==> src/rtl/oai21_bist_ctrl.sv <==
// ---------------------------------------------------------------------------
// oai21_bist_ctrl
//   Built-in self-test controller for a switch-level OAI21 cell
//   (out = ~((a|b)&c)). Walks {a,b,c} through all eight vectors, waits
//   SETTLE cycles for the cell to settle, samples dut_out and compares it
//   with the golden function. Reports pass/fail, a mismatch count and the
//   first failing vector.
//
//   Optional feature macro: OAI21_BIST_SIG_EN
//     defined   -> 8-bit response signature register drives sig
//     undefined -> sig tied to 8'h00 (port kept for an identical interface)
//
//   start handshake: start is a level sampled only while the controller is
//   idle (IDLE or DONE). A high sample launches a run and clears all
//   previous results; while busy is high start is ignored. done stays high
//   until the next accepted start or a reset. rst overrides start.
//
//   SETTLE legal range is 1..15 (cnt is 4 bits wide).
// ---------------------------------------------------------------------------
module oai21_bist_ctrl #(
  parameter int unsigned SETTLE = 3
) (
  input  logic       clk,
  input  logic       rst,
  input  logic       start,
  input  logic       dut_out,
  output logic       a,
  output logic       b,
  output logic       c,
  output logic       busy,
  output logic       done,
  output logic       pass,
  output logic [3:0] err_count,
  output logic [2:0] fail_vec,
  output logic [7:0] sig,
  output logic [1:0] dbg_state
);

  typedef enum logic [1:0] {
    ST_IDLE   = 2'd0,
    ST_WAIT   = 2'd1,
    ST_SAMPLE = 2'd2,
    ST_DONE   = 2'd3
  } state_t;

  // Last cnt value spent in WAIT; WAIT therefore lasts SETTLE cycles and
  // each vector is held for SETTLE+1 cycles including SAMPLE.
  localparam logic [3:0] SETTLE_LAST = 4'(SETTLE - 1);

  state_t     state_q, state_d;
  logic [2:0] vec_q, vec_d;
  logic [3:0] cnt_q, cnt_d;
  logic [3:0] err_q, err_d;
  logic [2:0] fail_q, fail_d;
  logic       pass_q, pass_d;
  logic       busy_q, busy_d;
  logic       done_q, done_d;

  logic       exp_bit;
  logic       mismatch;

`ifdef OAI21_BIST_SIG_EN
  logic [7:0] sig_q, sig_d;
  logic       resp_one;
`endif

  // Golden OAI21 value for the vector currently applied, and the 4-state
  // comparison: X or Z from a floating cell output counts as a mismatch.
  always_comb begin
    exp_bit  = ~((vec_q[2] | vec_q[1]) & vec_q[0]);
    mismatch = (dut_out !== exp_bit);
  end

`ifdef OAI21_BIST_SIG_EN
  // Only a clean logic 1 feeds a 1 into the signature.
  always_comb begin
    resp_one = (dut_out === 1'b1);
  end
`endif

  // Next-state and next-result computation for the whole controller.
  always_comb begin
    state_d = state_q;
    vec_d   = vec_q;
    cnt_d   = cnt_q;
    err_d   = err_q;
    fail_d  = fail_q;
    pass_d  = pass_q;
    busy_d  = busy_q;
    done_d  = done_q;
`ifdef OAI21_BIST_SIG_EN
    sig_d   = sig_q;
`endif

    case (state_q)
      ST_IDLE, ST_DONE: begin
        if (start) begin
          state_d = ST_WAIT;
          vec_d   = 3'd0;
          cnt_d   = 4'd0;
          err_d   = 4'd0;
          fail_d  = 3'd0;
          pass_d  = 1'b0;
          busy_d  = 1'b1;
          done_d  = 1'b0;
`ifdef OAI21_BIST_SIG_EN
          sig_d   = 8'h00;
`endif
        end
      end

      ST_WAIT: begin
        cnt_d = cnt_q + 4'd1;
        if (cnt_q == SETTLE_LAST) begin
          state_d = ST_SAMPLE;
        end
      end

      ST_SAMPLE: begin
        // At most eight mismatches per run, so the 4-bit count never wraps.
        if (mismatch) begin
          err_d = err_q + 4'd1;
          if (err_q == 4'd0) begin
            fail_d = vec_q;
          end
        end
`ifdef OAI21_BIST_SIG_EN
        sig_d = {sig_q[6:0],
                 sig_q[7] ^ sig_q[5] ^ sig_q[4] ^ sig_q[3] ^ resp_one};
`endif
        if (vec_q == 3'd7) begin
          // Last vector: hold vec at 7 and publish the verdict together
          // with done so all results are stable on the same edge.
          state_d = ST_DONE;
          busy_d  = 1'b0;
          done_d  = 1'b1;
          pass_d  = (err_d == 4'd0);
        end else begin
          state_d = ST_WAIT;
          vec_d   = vec_q + 3'd1;
          cnt_d   = 4'd0;
        end
      end

      default: begin
        state_d = ST_IDLE;
      end
    endcase
  end

  // Single state/result register bank with synchronous active-high reset.
  always_ff @(posedge clk) begin
    if (rst) begin
      state_q <= ST_IDLE;
      vec_q   <= 3'd0;
      cnt_q   <= 4'd0;
      err_q   <= 4'd0;
      fail_q  <= 3'd0;
      pass_q  <= 1'b0;
      busy_q  <= 1'b0;
      done_q  <= 1'b0;
`ifdef OAI21_BIST_SIG_EN
      sig_q   <= 8'h00;
`endif
    end else begin
      state_q <= state_d;
      vec_q   <= vec_d;
      cnt_q   <= cnt_d;
      err_q   <= err_d;
      fail_q  <= fail_d;
      pass_q  <= pass_d;
      busy_q  <= busy_d;
      done_q  <= done_d;
`ifdef OAI21_BIST_SIG_EN
      sig_q   <= sig_d;
`endif
    end
  end

  assign a         = vec_q[2];
  assign b         = vec_q[1];
  assign c         = vec_q[0];
  assign busy      = busy_q;
  assign done      = done_q;
  assign pass      = pass_q;
  assign err_count = err_q;
  assign fail_vec  = fail_q;
  assign dbg_state = state_q;

`ifdef OAI21_BIST_SIG_EN
  assign sig = sig_q;
`else
  assign sig = 8'h00;
`endif

endmodule

==> config.mk <==
export PLATFORM = sky130hd
export DESIGN_NAME = oai21_bist_ctrl
export DESIGN_NICKNAME = d
export VERILOG_FILES = /design/src/rtl/oai21_bist_ctrl.sv
export SDC_FILE = /design/constraint.sdc
export NUM_CORES = 1
export LEC_CHECK = 0
export BUFFER_PORTS_ARGS = -buffer_cell sky130_fd_sc_hd__buf_2
export CAP_MARGIN = 20
export CORE_UTILIZATION = 47
export CTS_CLUSTER_SIZE = 10
export DETAILED_ROUTE_END_ITERATION = 10
export GPL_TIMING_DRIVEN = 0
export PLACE_DENSITY_LB_ADDON = 0.2
export SLEW_MARGIN = 30
export SYNTH_ARGS = -nofsm -noshare
export SYNTH_HDL_FRONTEND = slang
export SYNTH_SLANG_ARGS = --single-unit
==> constraint.sdc <==
create_clock -name clk -period 1.56 [get_ports clk]
set_input_delay 0.312 -clock clk [delete_from_list [all_inputs] [get_ports clk]]
set_output_delay 0.312 -clock clk [all_outputs]
set_load 0.1 [all_outputs]
==> reports/results.txt <==
status -> complete, no violations
setup TNS -> 0 ns
RSZ-0062 raised after global routing -> true
Inserted Diodes -> 0
routability cong. -> 0.799
clock sink total -> 19
Die Area -> 0.00263 mm^2
num rows -> 17
htree depth -> 1
Worst EP arrival -> 1.75 ns
vias per cell -> 5.38
Yosys reg bits -> 19
Avg Inst Size Synth -> 8.15 um^2
Num CTS Buffers -> 3
Crit. End Element -> flop
port buffer count -> 17
Slew Limit Fails -> 0
Tcrit/Tclk final -> 97.7%
register area share after synthesis -> 33.3%
top post-synthesis cells by area -> dfxtp_1, ha_1, nor2_1
DPL Wire Length -> 1.85 mm
largest net degree at the start of global routing -> 12
DR WL met2 -> 1.22 mm
final wirelength -> 2.49 mm
Core Area -> 0.00225 mm^2
Crit Reg-Reg Startpoint -> dbg_state[0]$_SDFFE_PP0P_
share of layout cells above drive strength 1 -> 36.8%
post-route minimum period -> 1.52 ns
cells after synthesis -> 140
Clk Latency, worst-skew pair -> 0.31 ns
Yosys cell types -> 38
startpoint types -> flop
Leak -> 0.673 nW
Fill cells -> 191
maximum VDD drop -> 0.000822 V
Post-synth ARST share -> 0%
Root Buffer -> clkbuf_4
Layout area overhead -> 31.5%
number of global-route vias before repair -> 1010
Critical Path Start -> dbg_state[0]$_SDFFE_PP0P_
f_max -> 0.656 GHz
PwrDens -> 1010 mW/mm^2
required time of the critical path -> 1.79 ns
Routed Antenna Nets -> 0
initial antenna violation count -> 0
die width -> 51.3 um
clock-pin slew on the worst setup and hold paths -> 0.12 ns
total gr overflow -> 0
first-pass GRT wire length -> 4.10 mm
Ys Warns -> 0
Post-Route M1 WL -> 1.13 mm
# DRC -> 0
Post-synth EDFFs -> 0
Crit Path Class -> reg2reg
Synth top area share -> 33.3%
CP Max Fanout -> 7
GRT Overall Usage -> 20.9%
met3 wire length -> 94 um
Final Hold Fails -> 0
Slew @ Worst Pin -> 0.501 ns
Min-Delay Startpoint -> rst
Die Ht -> 51.3 um
Post-synth top flop -> dfxtp_1
Initial Utilization -> 50.6%
DR top layer -> met4
Max-slew headroom -> 66.6%
CTS tree -> done
maximum clock path buffer count -> 2
Max Cap Viol -> 0
count leader, synth -> dfxtp_1
cts hold-fix bufs -> 0
Iter 0 DRT Violations -> 12
clk_skew -> 0.00646 ns
Post-Syn Area -> 0.00114 mm^2
commonest cells in the netlist -> dfxtp_1, nor2_1, a21oi_1, inv_1, ha_1
wire length per cell -> 12.3 um
setup violators final -> 0
Hold WS -> 0.381 ns
post-layout util -> 66.5%
Layout Nets -> 188
IO Pins -> 27
drt pass-1 iters -> 4
Synth area leader -> dfxtp_1
DR vias -> 1086
Hold WC Path Type -> in2reg
final cells by class:
| type | count | area (um^2) | area share, % |
|---|---|---|---|
| flip-flops and latches | 19 | 407 | 27.1 |
| inverters | 11 | 41.3 | 2.75 |
| repair buffers | 24 | 138 | 9.17 |
| plain buffers | 11 | 75.1 | 5.00 |
| clock inverters | 1 | 5.00 | 0.334 |
| well taps | 28 | 35.0 | 2.34 |
| multi-input cells | 105 | 777 | 51.8 |
| clock buffers | 3 | 22.5 | 1.50 |
worst max-delay path: stages (launching register included):
cell	delay, ns
dfxtp_4	0.39
inv_2	0.05
ha_4	0.24
nand2b_4	0.11
nand2_2	0.11
nor2_1	0.27
a22oi_1	0.11
o21ai_0	0.18
layout by cell type (no fill, tap or decap), types with 2 or more instances in the layout:
cell type / synthesis / layout
a32o_1: 2 / 2
dfxtp_4: 0 / 6
dfxtp_2: 0 / 3
nand4_1: 2 / 2
clkbuf_4: 0 / 3
nand3_1: 5 / 4
nand2_1: 8 / 6
inv_1: 11 / 10
buf_2: 1 / 17
ha_4: 0 / 3
mux2i_1: 3 / 3
a22oi_1: 4 / 4
nor2b_1: 4 / 3
a2bb2oi_1: 2 / 2
o21ai_1: 0 / 2
nor2_1: 17 / 16
buf_4: 8 / 16
clkbuf_1: 3 / 2
o21ai_0: 6 / 3
conb_1: 1 / 8
o22ai_1: 2 / 2
a21oi_1: 12 / 11
dfxtp_1: 19 / 10
ha_1: 9 / 6
nor3_1: 3 / 3
through the flow:
stage               total power, mW  worst slack, ns  cell area (um^2)  cells
floorplan                      1.12          -0.0565              1280    147
global placement               1.21          -0.0143              1400    192
detailed placement             1.21          -0.0505              1400    192
CTS                            1.51           0.0157              1480    201
global route                   1.60          -0.0159              1500    202
finish                         1.51           0.0361              1500    202
logic make-up (layout without fill, tap and decap cells):
family                   Yosys count  count (layout)  synth area share, %
AO/OA/AOI/OAI                     36              36                 21.2
adder cells (fa/ha/maj)            9               9                 9.87
flip-flops                        19              19                 33.3
AND/OR/NAND/NOR                   47              47                 20.2
buffers and inverters             23              50                 10.3
multiplexers                       3               3                 2.63
XOR/XNOR                           2               2                 2.19
other                              1               8                0.329
worst paths after layout:
path         slack (ns)                   endpoint  depth (start not counted)
max                0.04  err_count[3]$_SDFFE_PP0P_                          7
min reg2reg        0.45          busy$_SDFFE_PP0P_                          2
min                0.38      cnt_q[2]$_SDFFE_PP0P_                          2
max reg2reg        0.04  err_count[3]$_SDFFE_PP0P_                          7
registers in the layout (all words and copies together), names as in the netlist:
name       cells
cnt_q          4
err_count      4
fail_vec       3
vec_q          3
dbg_state      2
busy           1
done           1
pass           1
metal layers:
layer | track usage [%] | up-vias
met3 | 3.57 | 5
met4 | 8.11 | 0
met1 | 22.4 | 499
met5 | 0 | -
met2 | 40.1 | 35
li1 | - | 547
power breakdown:
| part | internal (mW) | switching [mW] |
|---|---|---|
| Clock | 0.0958 | 0.166 |
| Combinational | 0.208 | 0.498 |
| Sequential | 0.513 | 0.0277 |
timing repair:
action                     4_1_cts  5_1_grt
pin swaps                        2        6
resized for setup                4        5
setup buffers                    6        1
setup endpoints to repair        8        8
No activity file was read; power rests on OpenSTA's default activity.
